**src/rtl/cell_decoder_if.sv**
```systemverilog
// Cell-select bus between move-select logic and the cell decoder.
// master drives the cell index; slave returns the registered enables.
interface cell_decoder_if;
    logic [3:0] sel;
    logic       en1;
    logic       en2;
    logic       en3;
    logic       en4;
    logic       en5;
    logic       en6;
    logic       en7;
    logic       en8;
    logic       en9;
    logic [8:0] en_bus;
    logic       any_en;
    logic       sel_error;

    modport master (
        output sel,
        input  en1, en2, en3, en4, en5, en6, en7, en8, en9,
        input  en_bus, any_en, sel_error
    );

    modport slave (
        input  sel,
        output en1, en2, en3, en4, en5, en6, en7, en8, en9,
        output en_bus, any_en, sel_error
    );
endinterface

```
**src/rtl/cell_decoder.sv**
```systemverilog
// Registered 4-to-9 one-hot cell decoder for the tic-tac-toe board.
// Indices 9-15 give no enable and set sel_error for that cycle.
module cell_decoder (
    input  logic           i_clk,
    input  logic           i_rst,
    cell_decoder_if.slave  bus
);

    logic [8:0] w_en;
    logic       w_any_en;
    logic       w_sel_error;
    logic [8:0] r_en;
    logic       r_any_en;
    logic       r_sel_error;

    function automatic logic [8:0] decode_cell(input logic [3:0] sel);
        logic [8:0] en;
        case (sel)
            4'd0:    en = 9'h001;
            4'd1:    en = 9'h002;
            4'd2:    en = 9'h004;
            4'd3:    en = 9'h008;
            4'd4:    en = 9'h010;
            4'd5:    en = 9'h020;
            4'd6:    en = 9'h040;
            4'd7:    en = 9'h080;
            4'd8:    en = 9'h100;
            default: en = 9'h000;
        endcase
        return en;
    endfunction

    // Next-state decode of the sampled cell index.
    always_comb begin
        w_en        = decode_cell(bus.sel);
        w_any_en    = |w_en;
        w_sel_error = (bus.sel > 4'd8) ? 1'b1 : 1'b0;
    end

    // Output registers; reset wins over any sel on the same edge.
    always_ff @(posedge i_clk) begin
        if (i_rst) begin
            r_en        <= 9'h000;
            r_any_en    <= 1'b0;
            r_sel_error <= 1'b0;
        end else begin
            r_en        <= w_en;
            r_any_en    <= w_any_en;
            r_sel_error <= w_sel_error;
        end
    end

    // Packed bus and individual lines share one register so they cannot disagree.
    assign bus.en_bus    = r_en;
    assign bus.en1       = r_en[0];
    assign bus.en2       = r_en[1];
    assign bus.en3       = r_en[2];
    assign bus.en4       = r_en[3];
    assign bus.en5       = r_en[4];
    assign bus.en6       = r_en[5];
    assign bus.en7       = r_en[6];
    assign bus.en8       = r_en[7];
    assign bus.en9       = r_en[8];
    assign bus.any_en    = r_any_en;
    assign bus.sel_error = r_sel_error;

endmodule

```
**src/flat_wrapper.sv**
```systemverilog
// flat-port wrapper written by rule: the top's interface ports become plain ports
module cell_decoder_flat 
  (i_clk, i_rst, bus_sel, bus_en1, bus_en2, bus_en3, bus_en4, bus_en5, bus_en6, bus_en7, bus_en8, bus_en9, bus_en_bus, bus_any_en, bus_sel_error);
  cell_decoder_if bus_i ();
  input  logic i_clk;
  input  logic i_rst;
  input wire logic [$bits(bus_i.sel)-1:0] bus_sel;
  output wire logic [$bits(bus_i.en1)-1:0] bus_en1;
  output wire logic [$bits(bus_i.en2)-1:0] bus_en2;
  output wire logic [$bits(bus_i.en3)-1:0] bus_en3;
  output wire logic [$bits(bus_i.en4)-1:0] bus_en4;
  output wire logic [$bits(bus_i.en5)-1:0] bus_en5;
  output wire logic [$bits(bus_i.en6)-1:0] bus_en6;
  output wire logic [$bits(bus_i.en7)-1:0] bus_en7;
  output wire logic [$bits(bus_i.en8)-1:0] bus_en8;
  output wire logic [$bits(bus_i.en9)-1:0] bus_en9;
  output wire logic [$bits(bus_i.en_bus)-1:0] bus_en_bus;
  output wire logic [$bits(bus_i.any_en)-1:0] bus_any_en;
  output wire logic [$bits(bus_i.sel_error)-1:0] bus_sel_error;
  assign bus_i.sel = bus_sel;
  assign bus_en1 = bus_i.en1;
  assign bus_en2 = bus_i.en2;
  assign bus_en3 = bus_i.en3;
  assign bus_en4 = bus_i.en4;
  assign bus_en5 = bus_i.en5;
  assign bus_en6 = bus_i.en6;
  assign bus_en7 = bus_i.en7;
  assign bus_en8 = bus_i.en8;
  assign bus_en9 = bus_i.en9;
  assign bus_en_bus = bus_i.en_bus;
  assign bus_any_en = bus_i.any_en;
  assign bus_sel_error = bus_i.sel_error;
  cell_decoder u_core (.i_clk(i_clk), .i_rst(i_rst), .bus(bus_i));
endmodule
```
**config.mk**
```make
export PLATFORM = sky130hd
export DESIGN_NAME = cell_decoder_flat
export DESIGN_NICKNAME = d
export VERILOG_FILES = /design/src/rtl/cell_decoder_if.sv /design/src/rtl/cell_decoder.sv /design/src/flat_wrapper.sv
export SDC_FILE = /design/constraint.sdc
export NUM_CORES = 1
export LEC_CHECK = 0
export ABC_AREA = 1
export CAP_MARGIN = 5
export CORE_AREA = 2 2 39 41
export CTS_BUF_LIST = sky130_fd_sc_hd__clkbuf_8
export CTS_CLUSTER_DIAMETER = 80
export DETAILED_ROUTE_END_ITERATION = 8
export DIE_AREA = 0 0 41 43
export GPL_ROUTABILITY_DRIVEN = 0
export PLACE_DENSITY_LB_ADDON = 0.08
export SYNTH_ARGS = -nofsm -noshare
export SYNTH_HDL_FRONTEND = slang
export SYNTH_SLANG_ARGS = --single-unit
export TNS_END_PERCENT = 20
```
**constraint.sdc**
```tcl
create_clock -name i_clk -period 0.8 [get_ports i_clk]
set_input_delay 0.08 -clock i_clk [delete_from_list [all_inputs] [get_ports i_clk]]
set_output_delay 0.08 -clock i_clk [all_outputs]
set_load 0.005 [all_outputs]
```
==> impl_metrics.toml <==
[worst_setup_path]
max_stage_delay_ps = 480
startpoint_type = "primary input"
path_cells = "clkdlybuf4s50_1, inv_1, nand3_1, nor2_1"
cp.arrival_ps = 860
path_max_fanout = 4
crit_path_top_delay_cell = "clkdlybuf4s50_1"
critPathCapture = "u_core.bus.en_bus[6]$_SDFF_PP0_"
startpoint = "i_rst"
path_class = "primary input to flop"
required_ps = 920
end_kind = "flop"

[routing]
drt-initial-drc-count = 6
dr.pass1.iters = 2
vias_per_cell = 3.91
drt-total-wl_microns = 734
route.detailed.drc = 0
wire_per_inst_microns = 8.64
vias = 332
detail-route-antenna-nets = 0

[clocking]
clk_pin_slew_ps = 50
cts_sinks = 11
h-tree-depth = 1
cts_buffer_depth = 2
cts_buffers = 3
ctsHoldBuffers = 0
cts_tree = "done"
post_cts_buffers = 0
cts_root_buf = "clkbuf_8"

[place]
hpwl_microns = 555
pre_cts_slack_ps = -237
port_buffers = 25
post_dp_cell_area_sq_um = 622

[global_routing]
grtUsageTotal = 0.0875
grt.overflow.total = 0
grt_pass1_vias = 258
antenna_found_initial = 0
grt_pass1_wl_microns = 986
grt_max_degree = 7

[floorplan]
ios = 26
start_util = 0.281
rows = 14
die_area_sq_mm = 0.00176
coreArea_sq_mm = 0.00138
die_w_microns = 41
die_h_microns = 43

[yosys]
yosys-top-cells-area = "dfxtp_1 (57%), buf_4 (17%), nor2_1 (11%)"
syn_nets = 51
synth.avg_cell_area_sq_um = 8.65
ys_ff_latch = 11
syn_inst = 45
muxShareOfSynthArea = 0
synthAdderAreaFrac = 0
synthXorXnorAreaFrac = 0
synth_cell_types = 8
yosys_most_used_dff = "dfxtp_1"
synth_top_cell_area_share = 0.566
synth_top_family_by_area = "buffers and inverters"
yosysWarnings = 0
synth-edff-count = 0
yosysTopAreaCell = "dfxtp_1"
syn_area_sq_um = 389
synth_common_cells = "dfxtp_1 (11), nor2_1 (11), buf_4 (9), inv_1 (5), nand2_1 (4)"
synth-compound-area-share = 0.0129
synthArstFlopShare = 0
synth-simple-area-share = 0.199
ys_seq_area_frac = 0.566

[cells_and_area]
drive_gt1_frac = 0.551
syn_to_final_growth_pct = 51.1
antenna_cells = 0
nets = 76
finalInstanceArea_sq_um = 588

[status]
status = "complete, no violations"

[power_and_ir_drop]
power.leakage_nw = 0.334
total_power_mw = 1.19
powerDensity_mw_per_mm2 = 2030
vdd_drop_max_mv = 0.730

[sta]
worstMarginPinSlew_ps = 179
max-slew-margin-rel = 0.880
maxSlewViolCount = 0
period_minus_slack_ps = 743
post-route-period-util = 0.929
setup_viol = 0
fin_ws_ps = 56.9
rsz0062_at_grt = "true"
hold_viol_final = 0
fmax_ghz = 1.35

[run]
cap_violations = 0

[hold_path]
hold_class = "primary input to flop"
-- logic make-up (layout without fill, tap and decap cells) --
group                  after synthesis  count (layout)
flip-flops                          11              11
AND/OR/NAND/NOR                     19              19
buffers and inverters               14              38
AO/OA/AOI/OAI                        1               1
-- layer usage --
layer  vias to the layer above  global-route usage  wire (microns)
met4                         0              0.0800               8
li1                        172                   -               -
met5                         -                   0               0
met2                        13               0.109             336
met3                         2              0.0314              66
met1                       145               0.110             323
-- worst max-delay path, delay by kind of cell --
| kind | cells | cell delay (ps) |
|---|---|---|
| buf+inv | 2 | 540 |
| simple gates | 2 | 230 |
-- per-stage QoR --
stage	util	TNS, ps	hold WS, ps	cells
finish	0.425	0	180	85
global route	0.425	-24.2	191	85
CTS	0.422	-18.7	478	85
detailed placement	0.449	-3780	730	81
global placement	0.449	-3680	730	81
floorplan	-	0	149	45
-- worst min-delay path by stage --
stage | start | to | cells after the start
floorplan | i_rst | u_core.bus.any_en$_SDFF_PP0_ | 1
global placement | bus_sel[1] | u_core.bus.en_bus[7]$_SDFF_PP0_ | 3
detailed placement | bus_sel[1] | u_core.bus.en_bus[7]$_SDFF_PP0_ | 3
CTS | bus_sel[1] | u_core.bus.en_bus[7]$_SDFF_PP0_ | 3
global route | bus_sel[1] | u_core.bus.en_bus[7]$_SDFF_PP0_ | 3
finish | bus_sel[1] | u_core.bus.en_bus[7]$_SDFF_PP0_ | 3
-- where the power goes --
group / total (mW) / switching, mW / leakage, nW / internal, mW
clock: 0.521 / 0.186 / 0.0269 / 0.335
combinational: 0.103 / 0.0460 / 0.213 / 0.0574
sequential: 0.568 / 0.00390 / 0.0939 / 0.564
total: 1.19 / 0.236 / 0.334 / 0.956
-- layout by cell type, fill, tap and decap left out, drive strengths merged --
master          n
buf            24
nor2           11
dfxtp          11
inv             6
nand2           4
clkdlybuf4s50   4
clkbuf          3
nand3           3
or2             1
a21oi           1
dlymetal6s2s    1
-- timing repair --
item	CTS	global route
pin swaps	0	1
resized for setup	87	4
setup endpoints to repair	20	8
-- layout make-up --
cell class                      count  area [sq um]
Timing Repair Buffer               29           183
Inverter                            5          18.8
Clock buffer                        3          41.3
Tap cell                           16          20.0
Clock inverter                      1          3.75
Fill cell                         167           796
Sequential cell                    11           231
Multi-Input combinational cell     20          90.1
-- flip-flops by register name, indices dropped and copies added, names as in the netlist --
register,count
u_core.bus.sel_error,1
u_core.bus.any_en,1
u_core.bus.en_bus,9
Power figures use the tool's default switching activity.
